$ cat src/rtl/alu_cmd_issuer.sv
// ALU command issuer: buffers requests in a small FIFO and holds each one on the ALU pins for its latency.
// Optional ISSUER_FLUSH_EN adds a FLUSH input that empties the FIFO and aborts the in-flight command.
module alu_cmd_issuer #(
  parameter int WIDTH_OP  = 8,
  parameter int WIDTH_CMD = 4,
  parameter int DEPTH     = 4,
  parameter int LAT       = 3,
  parameter int MUL_LAT   = 4
) (
  input  logic                     CLK,
  input  logic                     RST,
  input  logic                     REQ_VALID,
  output logic                     REQ_READY,
  input  logic [WIDTH_OP-1:0]      REQ_OPA,
  input  logic [WIDTH_OP-1:0]      REQ_OPB,
  input  logic [WIDTH_CMD-1:0]     REQ_CMD,
  input  logic                     REQ_CIN,
  input  logic                     REQ_MODE,
  input  logic [1:0]               REQ_INP_VALID,
  output logic [WIDTH_OP-1:0]      OPA,
  output logic [WIDTH_OP-1:0]      OPB,
  output logic [WIDTH_CMD-1:0]     CMD,
  output logic                     CIN,
  output logic                     MODE,
  output logic [1:0]               INP_VALID,
  output logic                     CE,
  output logic                     RES_VALID,
  output logic                     BUSY,
`ifdef ISSUER_FLUSH_EN
  input  logic                     FLUSH,
`endif
  output logic [$clog2(DEPTH):0]   COUNT
);

  localparam int PW      = $clog2(DEPTH);
  localparam int CW      = PW + 1;
  localparam int MAX_LAT = (MUL_LAT > LAT) ? MUL_LAT : LAT;
  localparam int WW      = $clog2(MAX_LAT + 1);

  localparam logic [CW-1:0]        CNT_ONE   = CW'(1);
  localparam logic [CW-1:0]        CNT_FULL  = CW'(DEPTH);
  localparam logic [PW-1:0]        PTR_ONE   = PW'(1);
  localparam logic [WW-1:0]        WC_ONE    = WW'(1);
  localparam logic [WW-1:0]        WC_LAT    = WW'(LAT);
  localparam logic [WW-1:0]        WC_MUL    = WW'(MUL_LAT);
  localparam logic [WIDTH_CMD-1:0] CMD_MUL_A = WIDTH_CMD'(9);
  localparam logic [WIDTH_CMD-1:0] CMD_MUL_B = WIDTH_CMD'(10);

  typedef struct packed {
    logic [WIDTH_OP-1:0]  opa;
    logic [WIDTH_OP-1:0]  opb;
    logic [WIDTH_CMD-1:0] cmd;
    logic                 cin;
    logic                 mode;
    logic [1:0]           inp_valid;
  } entry_t;

  typedef enum logic {S_IDLE, S_WAIT} state_t;

  state_t         state_reg, state_next;
  logic [WW-1:0]  wait_cnt_reg, wait_cnt_next;
  logic [PW-1:0]  wr_ptr_reg, rd_ptr_reg;
  logic [CW-1:0]  count_reg, count_next;
  entry_t         mem_reg [DEPTH];
  entry_t         out_reg, head, req_entry;
  logic           res_valid_reg;
  logic           flush, push, issue, done, head_is_mul;
  logic [WW-1:0]  head_lat;

`ifdef ISSUER_FLUSH_EN
  assign flush = FLUSH;
`else
  assign flush = 1'b0;
`endif

  assign req_entry   = '{REQ_OPA, REQ_OPB, REQ_CMD, REQ_CIN, REQ_MODE, REQ_INP_VALID};
  assign head        = mem_reg[rd_ptr_reg];
  assign head_is_mul = head.mode && ((head.cmd == CMD_MUL_A) || (head.cmd == CMD_MUL_B));
  assign head_lat    = head_is_mul ? WC_MUL : WC_LAT;
  assign REQ_READY   = (count_reg < CNT_FULL);
  // A push during FLUSH would land in a FIFO that is being emptied, so drop it.
  assign push        = REQ_VALID && REQ_READY && !flush;

  // FSM: state register
  always_ff @(posedge CLK or posedge RST) begin
    if (RST) begin
      state_reg    <= S_IDLE;
      wait_cnt_reg <= '0;
    end else begin
      state_reg    <= state_next;
      wait_cnt_reg <= wait_cnt_next;
    end
  end

  // FSM: next state; wait_cnt==1 marks the edge on which the result becomes due
  always_comb begin
    state_next    = state_reg;
    wait_cnt_next = wait_cnt_reg;
    issue         = 1'b0;
    done          = 1'b0;
    case (state_reg)
      S_IDLE: begin
        if (count_reg != '0) begin
          issue         = 1'b1;
          state_next    = S_WAIT;
          wait_cnt_next = head_lat;
        end
      end
      S_WAIT: begin
        if (wait_cnt_reg == WC_ONE) begin
          done = 1'b1;
          if (count_reg != '0) begin
            issue         = 1'b1;
            wait_cnt_next = head_lat;
          end else begin
            state_next    = S_IDLE;
            wait_cnt_next = '0;
          end
        end else begin
          wait_cnt_next = wait_cnt_reg - WC_ONE;
        end
      end
      default: state_next = S_IDLE;
    endcase
    if (flush) begin
      state_next    = S_IDLE;
      wait_cnt_next = '0;
      issue         = 1'b0;
      done          = 1'b0;
    end
  end

  // FSM: outputs derived from the registered state
  always_comb begin
    BUSY      = (state_reg == S_WAIT);
    CE        = BUSY;
    INP_VALID = BUSY ? out_reg.inp_valid : 2'b00;
  end

  always_comb begin
    count_next = count_reg;
    if (push && !issue)      count_next = count_reg + CNT_ONE;
    else if (!push && issue) count_next = count_reg - CNT_ONE;
  end

  always_ff @(posedge CLK) begin
    if (push) mem_reg[wr_ptr_reg] <= req_entry;
  end

  always_ff @(posedge CLK or posedge RST) begin
    if (RST) begin
      wr_ptr_reg    <= '0;
      rd_ptr_reg    <= '0;
      count_reg     <= '0;
      out_reg       <= '0;
      res_valid_reg <= 1'b0;
    end else begin
      res_valid_reg <= done;
      if (flush) begin
        wr_ptr_reg <= '0;
        rd_ptr_reg <= '0;
        count_reg  <= '0;
      end else begin
        if (push)  wr_ptr_reg <= wr_ptr_reg + PTR_ONE;
        if (issue) rd_ptr_reg <= rd_ptr_reg + PTR_ONE;
        count_reg <= count_next;
      end
      // Operands hold their last values once idle; only INP_VALID/CE drop.
      if (issue) out_reg <= head;
    end
  end

  assign OPA       = out_reg.opa;
  assign OPB       = out_reg.opb;
  assign CMD       = out_reg.cmd;
  assign CIN       = out_reg.cin;
  assign MODE      = out_reg.mode;
  assign RES_VALID = res_valid_reg;
  assign COUNT     = count_reg;

endmodule

$ cat config.mk
export PLATFORM = sky130hd
export DESIGN_NAME = alu_cmd_issuer
export DESIGN_NICKNAME = d
export VERILOG_FILES = /design/src/rtl/alu_cmd_issuer.sv
export SDC_FILE = /design/constraint.sdc
export NUM_CORES = 1
export LEC_CHECK = 0
export ABC_CLOCK_PERIOD_IN_PS = 2870
export CAP_MARGIN = 0
export CORE_MARGIN = 2
export CORE_UTILIZATION = 42
export DETAILED_ROUTE_END_ITERATION = 16
export GPL_TIMING_DRIVEN = 0
export MAX_ROUTING_LAYER = met4
export PLACE_DENSITY = 0.61
export SYNTH_ARGS = -nofsm -noshare
export SYNTH_HDL_FRONTEND = slang
export SYNTH_SLANG_ARGS = --single-unit
$ cat constraint.sdc
create_clock -name CLK -period 2.87 [get_ports CLK]
set_input_delay 0.287 -clock CLK [delete_from_list [all_inputs] [get_ports CLK]]
set_output_delay 0.287 -clock CLK [all_outputs]
set_load 0.03 [all_outputs]
==> flow_metrics.env <==
export IMPL_status="finished, final reports clean"
export IMPL_crit_path_start_kind="flop"
export IMPL_end_kind="flop"
export IMPL_root_buffer="clkbuf_16"
export IMPL_synthTopCellsByArea="edfxtp_1 (55%), dfrtp_1 (17%), mux4_2 (10%), mux2_2 (5.4%), buf_4 (3.0%)"
export IMPL_start_util=0.432
export IMPL_tightestPinTransition_ns=1.35
export IMPL_final_cells=525
export IMPL_crit_top_cell="inv_1"
export IMPL_grt_pass1_vias=2611
export IMPL_setup_tns_ns=0
export IMPL_port_buffers=57
export IMPL_htreeDepth=4
export IMPL_drc=0
export IMPL_wirelength_um=8830
export IMPL_syn_cell_area_um2=5210
export IMPL_ir_worst_vdd_v=0.000684
export IMPL_cts_hold_buffers=0
export IMPL_clk_pin_slew_ns=0.06
export IMPL_power_leakage_nw=2.37
export IMPL_p_per_area_nw_per_um2=1140
export IMPL_drive_gt1_frac=0.308
export IMPL_drt_iter0_drc=104
export IMPL_fmax_mhz=379
export IMPL_crit_chain="inv_1 -> ha_1 -> nand2b_1 -> a21oi_4 -> buf_2 -> inv_1 -> ha_1 -> inv_1 -> fa_1 -> mux2_2"
export IMPL_grt_pass1_wl_um=14100
export IMPL_wl_per_cell_um=16.8
export IMPL_path_class="flop to flop"
export IMPL_arrival_ns=2.93
export IMPL_synth_nets=303
export IMPL_ys_warn_count=0
export IMPL_clk_latency_ns=0.41
export IMPL_cts_tree="done"
export IMPL_routed_via_density=4.82
export IMPL_antenna_found_initial=0
export IMPL_cp_required_ns=3.16
export IMPL_dp_cells=493
export IMPL_max_slew_margin_rel=0.100
export IMPL_cp_slowest_cell="fa_1"
export IMPL_area_growth_pct=26.5
export IMPL_antenna_cells=0
export IMPL_fin_ws_ns=0.233
export IMPL_rsz0062_at_grt="no"
export IMPL_core_region_area_um2=12100
export IMPL_grt_overflow_total=0
export IMPL_setup_viol=0
export IMPL_synth_top_cell_area_share=0.553
export IMPL_grt_max_degree=37
export IMPL_min_period_ns=2.64
export IMPL_gp_congestion=0.726
export IMPL_dieHeight_um=115
export IMPL_drv_slew=0
export IMPL_hold_viol=0
export IMPL_post_cts_setup_buffers=0
export IMPL_ys_seq_area_frac=0.726
export IMPL_clock_skew_ns=0.00716
export IMPL_vias=2529
export IMPL_dieArea_um2=13300
export IMPL_cap_viol_max_count=0
export IMPL_cts_buffers=17
export IMPL_min_path_type="input pin to async pin"
export IMPL_pre_cts_ws_ns=0.103
export IMPL_fp_dieW_um=115
export IMPL_final_cell_mix="edfxtp_1 (96), clkdlybuf4s50_1 (57), dfrtp_1 (36)"
export IMPL_ioPinCount=58
export IMPL_finalNetCount=379
export IMPL_syn_inst=268
export IMPL_synthDistinctLibCells=31
export IMPL_avgSynthCellArea_um2=19.4
export IMPL_dr_pass1_iters=4
export IMPL_clockBufferDepth=2
export IMPL_cts_repair_resized=0
export IMPL_drtAntennaViolNets=0
export IMPL_largest_reg_flops=96
export IMPL_slowest_delay_ns=0.39
export IMPL_fin_crit_sh=0.919
export IMPL_yosys_area_top_type="edfxtp_1"
export IMPL_cts_sinks=132
export IMPL_ys_ff_latch=132
export IMPL_final_common_cell="edfxtp_1"
export IMPL_cp_top_family="adder cells"
export IMPL_hpwlAfterDp_um=5320
export IMPL_std_cell_rows=40
export IMPL_cp_num_buf_inv=4
export IMPL_cp_max_fo=10
export IMPL_grt_usage=0.152
## path summary, 6_finish.rpt
path | slack [ns] | end | cells past startpoint | from
setup / recovery | 0.23 | COUNT[1] | 10 | wait_cnt_reg[1]
max in group asynchronous | 1.97 | out_reg[0] | 2 | RST
setup reg to reg | 0.23 | COUNT[1] | 10 | wait_cnt_reg[1]
hold / removal | 0.38 | OPB[7] | 2 | RST
hold reg to reg | 0.50 | out_reg[0] | 1 | out_reg[0]
min in group CLK | 0.50 | out_reg[0] | 1 | out_reg[0]
## cell type report
class	count	area [µm²]
Fill cell	962	5470
Sequential cell	132	3780
Multi-Input combinational cell	97	1200
Timing Repair Buffer	57	571
Clock buffer	18	429
Tap cell	168	210
Buffer	30	204
Clock inverter	14	155
Inverter	9	33.8
## synthesized netlist by cell type
library cell / instances
a21oi_2: 1
fa_1: 1
xor2_1: 3
dfrtp_1: 36
clkbuf_1: 3
buf_4: 21
mux4_2: 24
o211ai_1: 1
or3_1: 1
nand4_1: 1
o21ai_0: 3
edfxtp_1: 96
and2_1: 6
ha_1: 7
nor2b_1: 2
and3_1: 2
inv_1: 9
mux2_2: 25
nor2_1: 4
buf_1: 1
xnor2_1: 4
o221ai_1: 2
buf_6: 1
a311o_1: 1
nand2_1: 4
a31oi_1: 1
buf_2: 4
mux2i_1: 1
nor3_1: 1
and4_1: 1
nand2b_1: 1
## through the flow
step                power (mW)  hold WS (ns)  cell area (µm²)   util
finish                    7.52         0.377             6590  0.546
global route              7.92         0.449             6590  0.546
CTS                       7.62         0.404             6580  0.545
detailed placement        5.50         0.488             5990  0.497
global placement          5.45         0.482             5990  0.497
floorplan                 4.66         0.386             5210      -
## cells by family after synthesis
kind of cell,after synthesis,synth area share
DFF,132,0.726
muxes,50,0.160
buffers and inverters,39,0.0456
and+or+nand+nor,23,0.0240
AOI/OAI and AO/OA,9,0.0125
adders and majority gates,8,0.0206
xor gates and xnor gates,7,0.0118
## report_power, final
part / internal [mW] / leakage, nW / switching, mW
clock network: 1.29 / 0.270 / 0.804
logic: 1.36 / 0.803 / 1.34
registers: 2.54 / 1.29 / 0.198
total: 5.18 / 2.37 / 2.34
## per-layer routing
metal  vias to the layer above  global-route usage  part of all wire
li1                       1162                   -                 -
met5                         -                   -                 0
met2                        64               0.243              0.50
met4                         0              0.0635             0.016
met1                      1291               0.184              0.44
met3                        12              0.0385             0.040
## worst register-to-register path, stage by stage (launching register included)
cell and delay [ns]:
dfrtp_1 0.37, inv_1 0.07, ha_1 0.16, nand2b_1 0.16, a21oi_4 0.37, buf_2 0.36
inv_1 0.08, ha_1 0.21, inv_1 0.07, fa_1 0.39, mux2_2 0.27
Note: power is estimated with default switching activity, not from simulation.
